[src/rtl/parking_gate_ctrl_pkg.sv]
// Shared types for the parking gate controller: FSM states and service direction.
package parking_pkg;

  typedef enum logic [1:0] {
    IDLE,
    OPEN_IN,
    OPEN_OUT,
    CLOSE
  } state_t;

  typedef enum logic {
    DIR_IN,
    DIR_OUT
  } dir_t;

endpackage

[src/rtl/parking_gate_ctrl_if.sv]
// Request/pass/status bundle between the vehicle side (master) and the gate controller (slave).
interface parking_gate_if #(
  parameter int CAPACITY = 99
);
  localparam int CNT_W = $clog2(CAPACITY + 1);

  logic             entry_req;
  logic             exit_req;
  logic             entry_pass;
  logic             exit_pass;
  logic             gate_open;
  logic             dir_in;
  logic             inc;
  logic             dec;
  logic [CNT_W-1:0] occupancy;
  logic             full;
  logic             empty;
  logic             violation;

  modport master (
    output entry_req, exit_req, entry_pass, exit_pass,
    input  gate_open, dir_in, inc, dec, occupancy, full, empty, violation
  );

  modport slave (
    input  entry_req, exit_req, entry_pass, exit_pass,
    output gate_open, dir_in, inc, dec, occupancy, full, empty, violation
  );
endinterface

[src/rtl/parking_gate_ctrl_gate_timer.sv]
// Up-counter restarted by clear, which also latches the terminal count; done flags the terminal count.
module gate_timer #(
  parameter int MAX = 255
) (
  input  logic                       clk,
  input  logic                       reset_n,
  input  logic                       clear,
  input  logic                       en,
  input  logic [$clog2(MAX+1)-1:0]   limit,
  output logic                       done
);
  localparam int W = $clog2(MAX + 1);

  logic [W-1:0] cnt_q;
  logic [W-1:0] limit_q;

  always_ff @(posedge clk or negedge reset_n) begin
    if (!reset_n) begin
      cnt_q   <= '0;
      limit_q <= '0;
    end else if (clear) begin
      cnt_q   <= '0;
      limit_q <= limit;
    end else if (en && !done) begin
      cnt_q <= cnt_q + W'(1);
    end
  end

  assign done = (cnt_q == limit_q);

endmodule

[src/rtl/parking_gate_ctrl.sv]
// Shared barrier gate controller: round-robin entry/exit arbitration, open/close timing,
// occupancy mirror with full/empty flags, and inc/dec/violation pulses.
module parking_gate_ctrl
  import parking_pkg::*;
#(
  parameter int CAPACITY     = 99,
  parameter int OPEN_CYCLES  = 200_000_000,
  parameter int CLOSE_CYCLES = 100_000_000
) (
  input  logic          clk,
  input  logic          reset_n,
  parking_gate_if.slave bus
);
  localparam int CNT_W   = $clog2(CAPACITY + 1);
  localparam int TMR_MAX = ((OPEN_CYCLES > CLOSE_CYCLES) ? OPEN_CYCLES : CLOSE_CYCLES) - 1;
  localparam int TMR_W   = $clog2(TMR_MAX + 1);
  localparam logic [CNT_W-1:0] CAP_V     = CNT_W'(CAPACITY);
  localparam logic [TMR_W-1:0] OPEN_LIM  = TMR_W'(OPEN_CYCLES - 1);
  localparam logic [TMR_W-1:0] CLOSE_LIM = TMR_W'(CLOSE_CYCLES - 1);

  state_t           state_q;
  dir_t             last_dir_q;
  logic             gate_open_q, dir_in_q, inc_q, dec_q, violation_q;
  logic             full_q, empty_q;
  logic [CNT_W-1:0] occupancy_q, occupancy_d;

  logic             entry_ok, exit_ok, take_in, take_out, leave_open, viol_d;
  logic             tmr_clear, tmr_en, tmr_done;
  logic [TMR_W-1:0] tmr_limit;

  always_comb begin
    entry_ok    = bus.entry_req && !full_q;
    exit_ok     = bus.exit_req && !empty_q;
    take_in     = (state_q == OPEN_IN) && bus.entry_pass;
    take_out    = (state_q == OPEN_OUT) && bus.exit_pass;
    occupancy_d = occupancy_q;
    if (take_in && occupancy_q != CAP_V)
      occupancy_d = occupancy_q + CNT_W'(1);
    else if (take_out && occupancy_q != '0)
      occupancy_d = occupancy_q - CNT_W'(1);
    // A pass wins over a simultaneous timeout or request drop; all three leave OPEN.
    leave_open = ((state_q == OPEN_IN) && (take_in || !bus.entry_req || tmr_done)) ||
                 ((state_q == OPEN_OUT) && (take_out || !bus.exit_req || tmr_done));
    unique case (state_q)
      OPEN_IN:  viol_d = bus.exit_pass;
      OPEN_OUT: viol_d = bus.entry_pass;
      default:  viol_d = bus.entry_pass || bus.exit_pass;
    endcase
    // IDLE keeps the timer primed with the open window so it starts at 0 on grant.
    tmr_clear = (state_q == IDLE) || leave_open;
    tmr_limit = (state_q == IDLE) ? OPEN_LIM : CLOSE_LIM;
    tmr_en    = (state_q != IDLE);
  end

  gate_timer #(.MAX(TMR_MAX)) u_timer (
    .clk     (clk),
    .reset_n (reset_n),
    .clear   (tmr_clear),
    .en      (tmr_en),
    .limit   (tmr_limit),
    .done    (tmr_done)
  );

  always_ff @(posedge clk or negedge reset_n) begin
    if (!reset_n) begin
      state_q     <= IDLE;
      last_dir_q  <= DIR_IN;
      gate_open_q <= 1'b0;
      dir_in_q    <= 1'b0;
      inc_q       <= 1'b0;
      dec_q       <= 1'b0;
      violation_q <= 1'b0;
      occupancy_q <= '0;
      full_q      <= 1'b0;
      empty_q     <= 1'b1;
    end else begin
      inc_q       <= take_in && (occupancy_q != CAP_V);
      dec_q       <= take_out && (occupancy_q != '0);
      violation_q <= viol_d;
      occupancy_q <= occupancy_d;
      full_q      <= (occupancy_d == CAP_V);
      empty_q     <= (occupancy_d == '0);
      unique case (state_q)
        IDLE: begin
          if (entry_ok && (!exit_ok || last_dir_q == DIR_OUT)) begin
            state_q     <= OPEN_IN;
            gate_open_q <= 1'b1;
            dir_in_q    <= 1'b1;
          end else if (exit_ok) begin
            state_q     <= OPEN_OUT;
            gate_open_q <= 1'b1;
            dir_in_q    <= 1'b0;
          end
        end
        OPEN_IN, OPEN_OUT: begin
          if (leave_open) begin
            state_q     <= CLOSE;
            gate_open_q <= 1'b0;
            if (take_in)  last_dir_q <= DIR_IN;
            if (take_out) last_dir_q <= DIR_OUT;
          end
        end
        CLOSE: begin
          if (tmr_done) state_q <= IDLE;
        end
        default: state_q <= IDLE;
      endcase
    end
  end

  assign bus.gate_open = gate_open_q;
  assign bus.dir_in    = dir_in_q;
  assign bus.inc       = inc_q;
  assign bus.dec       = dec_q;
  assign bus.occupancy = occupancy_q;
  assign bus.full      = full_q;
  assign bus.empty     = empty_q;
  assign bus.violation = violation_q;

endmodule

[src/flat_wrapper.sv]
// flat-port wrapper written by rule: the top's interface ports become plain ports
module parking_gate_ctrl_flat import parking_pkg::*;
#(
  parameter int CAPACITY     = 99,
  parameter int OPEN_CYCLES  = 200_000_000,
  parameter int CLOSE_CYCLES = 100_000_000
)
  (clk, reset_n, bus_entry_req, bus_exit_req, bus_entry_pass, bus_exit_pass, bus_gate_open, bus_dir_in, bus_inc, bus_dec, bus_occupancy, bus_full, bus_empty, bus_violation);
  parking_gate_if #(.CAPACITY(CAPACITY)) bus_i ();
  input  logic clk;
  input  logic reset_n;
  input wire logic [$bits(bus_i.entry_req)-1:0] bus_entry_req;
  input wire logic [$bits(bus_i.exit_req)-1:0] bus_exit_req;
  input wire logic [$bits(bus_i.entry_pass)-1:0] bus_entry_pass;
  input wire logic [$bits(bus_i.exit_pass)-1:0] bus_exit_pass;
  output wire logic [$bits(bus_i.gate_open)-1:0] bus_gate_open;
  output wire logic [$bits(bus_i.dir_in)-1:0] bus_dir_in;
  output wire logic [$bits(bus_i.inc)-1:0] bus_inc;
  output wire logic [$bits(bus_i.dec)-1:0] bus_dec;
  output wire logic [$bits(bus_i.occupancy)-1:0] bus_occupancy;
  output wire logic [$bits(bus_i.full)-1:0] bus_full;
  output wire logic [$bits(bus_i.empty)-1:0] bus_empty;
  output wire logic [$bits(bus_i.violation)-1:0] bus_violation;
  assign bus_i.entry_req = bus_entry_req;
  assign bus_i.exit_req = bus_exit_req;
  assign bus_i.entry_pass = bus_entry_pass;
  assign bus_i.exit_pass = bus_exit_pass;
  assign bus_gate_open = bus_i.gate_open;
  assign bus_dir_in = bus_i.dir_in;
  assign bus_inc = bus_i.inc;
  assign bus_dec = bus_i.dec;
  assign bus_occupancy = bus_i.occupancy;
  assign bus_full = bus_i.full;
  assign bus_empty = bus_i.empty;
  assign bus_violation = bus_i.violation;
  parking_gate_ctrl #(.CAPACITY(CAPACITY), .OPEN_CYCLES(OPEN_CYCLES), .CLOSE_CYCLES(CLOSE_CYCLES)) u_core (.clk(clk), .reset_n(reset_n), .bus(bus_i));
endmodule
[config.mk]
export PLATFORM = sky130hd
export DESIGN_NAME = parking_gate_ctrl_flat
export DESIGN_NICKNAME = d
export VERILOG_FILES = /design/src/rtl/parking_gate_ctrl_pkg.sv /design/src/rtl/parking_gate_ctrl_if.sv /design/src/rtl/parking_gate_ctrl_gate_timer.sv /design/src/rtl/parking_gate_ctrl.sv /design/src/flat_wrapper.sv
export SDC_FILE = /design/constraint.sdc
export NUM_CORES = 1
export LEC_CHECK = 0
export ABC_AREA = 1
export BUFFER_PORTS_ARGS = -buffer_cell sky130_fd_sc_hd__clkbuf_2
export CELL_PAD_IN_SITES_DETAIL_PLACEMENT = 0
export CELL_PAD_IN_SITES_GLOBAL_PLACEMENT = 2
export CORE_ASPECT_RATIO = 0.5
export CORE_MARGIN = 2
export CORE_UTILIZATION = 32
export CTS_CLUSTER_SIZE = 16
export DETAILED_ROUTE_END_ITERATION = 16
export GPL_TIMING_DRIVEN = 0
export PLACE_DENSITY_LB_ADDON = 0.1
export SLEW_MARGIN = 20
export SYNTH_ARGS = -nofsm -noshare
export SYNTH_HDL_FRONTEND = slang
export SYNTH_SLANG_ARGS = --single-unit
[constraint.sdc]
create_clock -name clk -period 1.8 [get_ports clk]
set_input_delay 0.27 -clock clk [delete_from_list [all_inputs] [get_ports clk]]
set_output_delay 0.27 -clock clk [all_outputs]
set_load 0.005 [all_outputs]
# Yosys cells after proc, flatten, opt, wreduce, memory -nomap -nowiden
# Cells that the tools add are included.
[word_totals]
reg_bits = 73
inputBits = 6
out_inout_bits = 14
elab_cells = 80
[op_classes]
add_sub_neg = 3
eq_ne = 9
n_mux = 19
n_reduce_logical = 37
[op_table]
columns = ["op", "n"]
rows = [
  ["$mux 28", 3],
  ["$add 28x1->28 const B", 1],
  ["$eq 28x28->1", 1],
  ["$mux 7", 2],
  ["$logic_and 1x1->1", 10],
  ["$reduce_bool 2->1", 5],
  ["$reduce_and 3->1", 3],
  ["$logic_or 1x1->1", 8],
  ["$mux 2", 4],
  ["$add 7x1->7 const B", 1],
  ["$eq 7x7->1 const B", 1],
  ["$logic_not 7->1", 1],
  ["$mux 1", 7],
  ["$ne 7x7->1 const B", 1],
  ["$reduce_bool 7->1", 1],
  ["$sub 7x1->7 const B", 1],
  ["$logic_not 1->1", 6],
  ["$pmux 2 s3", 1],
  ["$eq 2x2->1 const B", 2],
  ["$ne 2x1->1 const B", 2],
  ["$pmux 1 s2", 2],
  ["$ne 3x2->1 const B", 1],
  ["$eq 2x1->1 const B", 1],
  ["$logic_not 2->1", 1],
  ["other kinds (2)", 2],
]

# Longest topological paths before layout
# Gate-level depths: netlist of run 1.
[depth]
depth_word = 8
mapped_depth = 14
ltp_nobuf = 14

# By module
# A second synthesis of run 1 with hierarchy kept.
[unflattened]
hier_cells = 764
area_unflattened_um2 = 4977.3
[modules_own_cells]
columns = ["mod", "instances", "cells_each", "area_per_inst_um2", "seq_area_each_um2"]
rows = [
  ["gate_timer", 1, 577, 3677.3, 1401.3],
  ["parking_gate_ctrl", 1, 187, 1300.0, 426.7],
]

# Least setup slack after synthesis of run 1
# Ideal clock, no wire load.
[synth_path]
path_kind = "reg2reg"
from = "register u_core.occupancy_q[0], in the netlist u_core.bus.occupancy[0]"
to = "register u_core.full_q, in the netlist u_core.bus.full"
setup_ps = 114
arrival_ps = 1583
required_ps = 1686
setup_slack_ps = 102
stages_incl_launch_ff = 14
n_path_buf = 0
synth_period_minus_slack_ps = 1698
path_cell_list = "dfrtp_1 -> inv_1 -> ha_1 -> inv_1 -> nor2_1 -> nand2_1 -> nand2_1 -> inv_1 -> nand2_1 -> o21ai_0 -> a21oi_1 -> inv_1 -> nand3_1 -> nor2_1"
[synth_between]
elab_chain_len = 5
elab_cells_between_ends = 9
cone_classes = "2 x add/sub; 2 x eq/ne; 2 x mux; 3 x reduce/logical"
[synth_rtl]
columns = ["element", "line", "text"]
rows = [
  ["from (decl)", "parking_gate_ctrl.sv:25", "logic [CNT_W-1:0] occupancy_q, occupancy_d;"],
  ["from (signal assigned)", "parking_gate_ctrl.sv:80", "occupancy_q <= occupancy_d;"],
  ["parallel branches: the longest is 3 deep, another holds $sub 7x1->7", "-", ""],
  ["$mux 7 *", "parking_gate_ctrl.sv:37", "if (take_in && occupancy_q != CAP_V)"],
  ["named net u_core.occupancy_d[5]", "parking_gate_ctrl.sv:25", ""],
  ["$eq 7x7->1 *", "parking_gate_ctrl.sv:81", "full_q <= (occupancy_d == CAP_V);"],
  ["to (signal assigned)", "parking_gate_ctrl.sv:81", ""],
  ["to (decl)", "parking_gate_ctrl.sv:24", "logic full_q, empty_q;"],
]
# Mark *: on every way through the listed nets, which the timed path passes.
# A chain may end at the register's enable or synchronous reset.

# Final worst setup path of run 1
[layout_path]
from = "register u_core.u_timer.cnt_q[2]"
to = "register u_core.u_timer.cnt_q[12]"
[layout_between]
elab_chain_len = 6
elab_cells_between_ends = 13
cone_classes = "1 x add/sub; 1 x eq/ne; 2 x mux; 9 x reduce/logical"
[layout_rtl]
columns = ["element", "line", "text"]
rows = [
  ["from (decl)", "parking_gate_ctrl_gate_timer.sv:14", "logic [W-1:0] cnt_q;"],
  ["from (signal assigned)", "parking_gate_ctrl_gate_timer.sv:25", "cnt_q <= cnt_q + W'(1);"],
  ["parallel branches: the longest is 6 deep, another holds $add 28x1->28", "-", ""],
]
# Several ways; the timed one is not identified. The select of a mux whose other input is x is not followed.

==> flow_summary.json, run 1 <==
{
  "ys_ff_latch": 48,
  "vias": 2847,
  "clock_sinks": 48,
  "cts_tree": "yes",
  "maxCapViolations": 0,
  "coreArea_mm2": 0.00938,
  "whs_ns": 0.0478,
  "layout_setup_ws_ns": -0.0463,
  "antenna_cells": 0,
  "period_needed_ns": 1.85,
  "ant_nets": 0,
  "vdd_drop_max_uv": 377,
  "slew_violations": 0,
  "numPortBuffers": 19,
  "wl_per_cell_um": 14.3,
  "dp_hpwl_mm": 6.02,
  "syn-instance-count": 420,
  "synth_area_mm2": 0.00307,
  "status": "finished, violations left",
  "ios": 20,
  "violations": "negative setup slack",
  "critPathCaptureType": "register",
  "ys_warn_count": 0,
  "dr.pass1.iters": 4,
  "grt_overflow": 0,
  "synth_nets": 433,
  "syn_area_per_cell_um2": 7.31,
  "clockRootBuffer": "clkbuf_16",
  "initial_utilization": 0.327,
  "totalWireLength_mm": 8.72,
  "power_mw": 2.19,
  "synth_mux_area_frac": 0.00326,
  "cts_buffers": 5,
  "path_clk_slew_ns": 0.06,
  "leakage_nw": 1.83,
  "synth_top_family_by_area": "simple AND/OR/NAND/NOR gates",
  "grt_first_pass_wirelength_mm": 13.9,
  "clock_latency_ns": 0.29,
  "seq_area_mm2": 0.00122,
  "drc_errors": 0,
  "htreeDepth": 2,
  "routabilityCongestion": 0.801,
  "setup_viol": 7,
  "synth_edf_count": 0,
  "hold_violations": 0,
  "die_x_um": 143,
  "cts-hold-fix-buffers": 0,
  "hold_class": "in2async",
  "finalClockSkew_ns": 0.00263,
  "critPathLaunchType": "register",
  "syn2layout_area_growth_pct": 34.0,
  "ys_seq_area_frac": 0.392,
  "synthAdderAreaFrac": 0.0285,
  "rsz0062_at_grt": "yes",
  "drive_gt1_frac": 0.328,
  "fmax_mhz": 542,
  "worst_pin_slew_ns": 0.727,
  "drt_iter0_markers": 128,
  "grt_max_degree": 49,
  "synthSimpleGateAreaFrac": 0.356,
  "relSlewSlack": 0.516,
  "antenna_found_initial": 0,
  "fin_nets": 500,
  "path_max_fanout": 6,
  "fillCellCount": 976,
  "netlist-cell-type-count": 32,
  "clockBufferDepth": 2,
  "critical_path_required_ns": 1.98,
  "multiInputGateArea_mm2": 0.00187,
  "synthXorXnorAreaFrac": 0.0856,
  "grt_pass1_vias": 2749,
  "power_density_mw_per_mm2": 532,
  "path_class": "reg2reg",
  "yosys_most_used_dff": "dfrtp_1",
  "synth-compound-area-share": 0.0453,
  "rows": 25,
  "grt_use_total": 0.175,
  "arrival_ns": 2.02,
  "period_share": 1.03,
  "die_y_um": 73.3,
  "drt-vias-per-instance": 4.67,
  "die-area_mm2": 0.0104,
  "synth_async_sr_flop_share": 1.00
}
[synth_stat cells (2+ instances only)]
cell type,number,share of area
a21oi_1,5,0.0082
buf_6,4,0.015
dfrtp_1,47,0.38
ha_1,7,0.029
inv_1,56,0.068
inv_2,4,0.0049
nand2_1,94,0.11
nand2_2,7,0.014
nand3_1,26,0.042
nand3_2,2,0.0065
nand4_1,11,0.022
nor2_1,74,0.091
nor2_2,2,0.0041
nor2_4,2,0.0073
nor3_1,10,0.016
nor3_2,2,0.0065
nor4_1,8,0.016
o21ai_0,15,0.024
o21ai_1,3,0.0049
xnor2_1,5,0.014
xor2_1,25,0.071
[area by class of cell]
class,instances,area share
Buffer,5,0.0146
Clock buffer,6,0.0313
Clock inverter,2,0.00852
Inverter,60,0.0572
Multi-Input combinational cell,308,0.453
Sequential cell,48,0.296
Tap cell,121,0.0368
Timing Repair Buffer,59,0.102
[critical path: stages (launching register included)]
cell	delay [ns]
dfrtp_2	0.44
nand2_2	0.11
nor2_4	0.17
nand2_1	0.07
nand2_1	0.08
inv_2	0.04
nor2_4	0.12
nand3_4	0.13
nand2_4	0.10
nand2_4	0.06
nand3_4	0.14
buf_6	0.14
inv_4	0.04
nand2_2	0.05
nor2_2	0.03
[routing by layer]
metal,share of wire,global-route usage,vias to the layer above,wire [um]
met3,0.016,0.0352,2,139
li1,-,-,1467,-
met2,0.45,0.284,21,3920
met5,0,0,-,0
met1,0.53,0.249,1357,4650
met4,0.00092,0.0264,0,8
[flip-flops by register name (all words and copies together), names as in the netlist]
register                flops
u_core.u_timer.cnt_q       28
u_core.bus.occupancy        7
u_core.u_timer.limit_q      3
u_core.state_q              2
u_core.bus.dec              1
u_core.bus.dir_in           1
u_core.bus.empty            1
u_core.bus.full             1
u_core.bus.gate_open        1
u_core.bus.inc              1
u_core.bus.violation        1
u_core.last_dir_q           1
[layout by cell type, fill, tap and decap left out, types with 7 or more instances in the layout]
cell      count
inv_1        47
nor2_1       53
clkbuf_2     18
nor2_4        7
dfrtp_1      36
buf_6         7
dfrtp_2      11
o21ai_0      13
nand2_1      83
buf_4        36
nand4_1      11
nor4_1        7
inv_2        10
nor2_2       18
xor2_1       25
nand3_1      23
nor3_1        8
nand2_2      11
nand2_4       8
[cells by family after synthesis]
kind of cell	after synthesis
xor+xnor	30
mux	1
compound gates	26
flops	48
fa+ha+maj	7
simple gates	243
buf+inv	65
[worst paths after layout]
kind	startpoint	endpoint	slack, ns	cells past startpoint
max	u_core.u_timer.cnt_q[2]	u_core.u_timer.cnt_q[12]	-0.05	14
min	reset_n	u_core.u_timer.cnt_q[4]	0.05	1
max reg2reg	u_core.u_timer.cnt_q[2]	u_core.u_timer.cnt_q[12]	-0.05	14
min reg2reg	u_core.bus.gate_open	u_core.bus.gate_open	0.47	2
max in group asynchronous	reset_n	u_core.bus.occupancy[3]	1.22	1
min in group clk	bus_entry_pass	u_core.bus.violation	0.24	3
[power by group]
group	leakage [nW]	total [mW]	internal (mW)	switching, mW
registers	0.590	1.08	1.08	0.000256
logic	1.16	0.0422	0.00918	0.0330
clock network	0.0808	1.07	0.655	0.413
[repair_timing]
item	4_1_cts	5_1_grt
pin swaps	14	26
resized for setup	37	62
buffers inserted	15	25
endpoints found under the setup margin	37	37
gates cloned	1	1
[through the flow]
| stage | setup TNS (ns) | instances | instance area [um2] | utilization | worst slack, ns |
|---|---|---|---|---|---|
| floorplan | 0 | 420 | 3070 | - | 0.102 |
| finish | -0.0954 | 609 | 4110 | 0.438 | -0.0463 |
| global placement | -8.06 | 560 | 3320 | 0.353 | -0.301 |
| CTS | -1.27 | 584 | 3740 | 0.399 | -0.0835 |
| global route | -3.32 | 609 | 4110 | 0.438 | -0.155 |
| detailed placement | -7.64 | 560 | 3320 | 0.354 | -0.353 |
(Power assumes the default switching activity.)
==> run 2, diff against run 1 <==
- ABC_AREA: 1 -> unset
- CORE_UTILIZATION: 32 -> 34
- SKIP_LAST_GASP: unset -> 1
- TNS_END_PERCENT: unset -> 1
==> run 2 against run 1 <==
The run still ends with negative setup slack left. Worst hold slack hardly changed. Via count down 19%. Critical path depth fell by 8. Synthesized area fell by 12%. Non-clock buffer count down 20. Clock skew increased by 0.0099 ns. Utilization grew 2.2 points. Sequential cell count unchanged. First-iteration DRC count down 44%. Clock-buffer cell count unchanged. Critical endpoint is now u_core.state_q[0].
==> flow_summary.json, run 2 <==
{
  "synth_area_mm2": 0.00271,
  "die_y_um": 67.1,
  "hold_class": "in2async",
  "vias": 2312,
  "syn_area_per_cell_um2": 9.22,
  "ys_seq_area_frac": 0.443,
  "wl_per_cell_um": 15.5,
  "syn-instance-count": 294,
  "leakage_nw": 1.49,
  "rsz0062_at_grt": "yes",
  "dp.cells": 421,
  "drt_iter0_markers": 72,
  "htreeDepth": 2,
  "synth_nets": 307,
  "vdd_drop_max_uv": 704,
  "netlist-cell-type-count": 48,
  "initial_utilization": 0.361,
  "ys_top_cells_by_count": "dfrtp_1, nor2_1, xor2_1",
  "path_clk_slew_ns": 0.07,
  "final_common_cell": "dfrtp_1",
  "layout_common_cells": "dfrtp_1, nor2_1, buf_4, xor2_1, clkbuf_2",
  "ys_ff_latch": 48,
  "critical_path_required_ns": 2.00,
  "drt-vias-per-instance": 5.21,
  "final_util": 0.461,
  "drc_errors": 0,
  "whs_ns": 0.0475,
  "totalWireLength_mm": 6.87,
  "worst_pin_slew_ns": 0.694,
  "clock_sinks": 48,
  "place_area_mm2": 0.00295,
  "finalInstanceArea_mm2": 0.00346,
  "arrival_ns": 2.31,
  "setup_viol": 38,
  "synth.most_common_cell": "dfrtp_1",
  "hold_violations": 0,
  "ios": 20,
  "fin_nets": 349,
  "slew_violations": 0,
  "synth_top_area_frac": 0.434,
  "yosys.area.top_type": "dfrtp_1",
  "power_density_mw_per_mm2": 1330,
  "antenna_cells": 0,
  "ant_nets": 0,
  "finalClockSkew_ns": 0.0126,
  "period_share": 1.17,
  "top_register": "u_core.u_timer.cnt_q",
  "clockBufferDepth": 2,
  "syn2layout_area_growth_pct": 27.7,
  "violations": "negative setup slack",
  "maxCapViolations": 0,
  "die-area_mm2": 0.00875,
  "numPortBuffers": 19,
  "clockRootBuffer": "clkbuf_16",
  "dr.pass1.iters": 4,
  "cts_buffers": 5,
  "grt_use_total": 0.172,
  "grt_pass1_vias": 2293,
  "dp_hpwl_mm": 4.72,
  "relSlewSlack": 0.537,
  "cts_tree": "yes",
  "critPathLaunchType": "register",
  "routabilityCongestion": 0.825,
  "clock_latency_ns": 0.29,
  "grt_max_degree": 49,
  "fmax_mhz": 475,
  "fillCellCount": 772,
  "coreArea_mm2": 0.00751,
  "cts-hold-fix-buffers": 0,
  "period_needed_ns": 2.11,
  "die_x_um": 130,
  "power_mw": 4.59,
  "status": "finished, violations left",
  "synth.area.top_cells": "dfrtp_1, xor2_1, nor2_1",
  "path_class": "reg2reg",
  "grt_first_pass_wirelength_mm": 11.5,
  "drive_gt1_frac": 0.274,
  "antenna_found_initial": 0,
  "largest_register_ffs": 28,
  "rows": 22,
  "grt_overflow": 0,
  "instances_no_fill": 444,
  "yosys_most_used_dff": "dfrtp_1",
  "path_max_fanout": 5,
  "synth_edf_count": 0,
  "ys_warn_count": 0,
  "synth_async_sr_flop_share": 1.00,
  "layout_setup_ws_ns": -0.306,
  "critPathCaptureType": "register"
}
==> run 2: per-layer routing <==
metal  global-route usage  vias to the layer above  routed length (um)
met5                    0                        -                   0
met4               0.0336                        0                  50
met3               0.0428                        8                 222
met2                0.279                       24                3140
met1                0.237                     1130                3460
li1                     -                     1150                   -
==> run 2: report_power, final <==
group          internal [mW]  switching, mW  total [mW]
clock                  0.548          0.409       0.957
sequential              1.29          0.246        1.54
combinational          0.937           1.16        2.10
total                   2.78           1.81        4.59
==> run 2: cells by family (layout without fill, tap and decap cells) <==
family,count (synthesis),after routing,share of synthesized area
and+or+nand+nor,129,129,0.244
AOI/OAI and AO/OA,54,54,0.137
DFF,48,48,0.443
xor gates and xnor gates,29,29,0.0937
buffers and inverters,23,65,0.0346
adders and majority gates,7,7,0.0323
muxes,4,4,0.0148
==> run 2: layout make-up <==
cell class	count	area, um2	share of cell area
inverters	14	52.6	0.0152
repair buffers	36	225	0.0650
multi-input cells	223	1630	0.470
clock inverters	1	8.76	0.00253
flip-flops and latches	48	1210	0.348
plain buffers	8	68.8	0.0199
well taps	108	135	0.0390
clock buffers	6	139	0.0401
==> run 2: final timing paths <==
check                                         startpoint  slack [ns]                       end  depth (start not counted)
worst min register to register         u_core.bus.dir_in        0.51         u_core.bus.dir_in                          2
min in group clk                          bus_entry_pass        0.31      u_core.bus.violation                          3
worst min-delay path                             reset_n        0.05  u_core.u_timer.cnt_q[10]                          1
max in group asynchronous                        reset_n        1.25   u_core.bus.occupancy[1]                          1
worst max-delay path            u_core.u_timer.cnt_q[17]       -0.31         u_core.state_q[0]                          6
worst max register to register  u_core.u_timer.cnt_q[17]       -0.31         u_core.state_q[0]                          6
==> run 2: worst max-delay path: stages (launching register included) <==
cell	delay, ns
dfrtp_1	0.44
or4_4	0.51
mux2i_4	0.18
o2111ai_2	0.15
or2_4	0.28
a221o_1	0.31
a32oi_1	0.15
==> run 2: through the flow <==
| step | TNS, ns | worst slack (ns) |
|---|---|---|
| 2_1_floorplan | -4.65 | -0.233 |
| 3_3_place_gp | -18.36 | -0.610 |
| 3_5_place_dp | -20.13 | -0.665 |
| 4_1_cts | -14.74 | -0.484 |
| 5_1_grt | -11.48 | -0.382 |
| 6_report | -8.59 | -0.306 |
==> run 2: repair_timing <==
item                       in CTS  in global routing
pin swaps                       6                 12
setup endpoints to repair      41                 43
gates resized for setup        14                 54
setup buffers                   5                 12
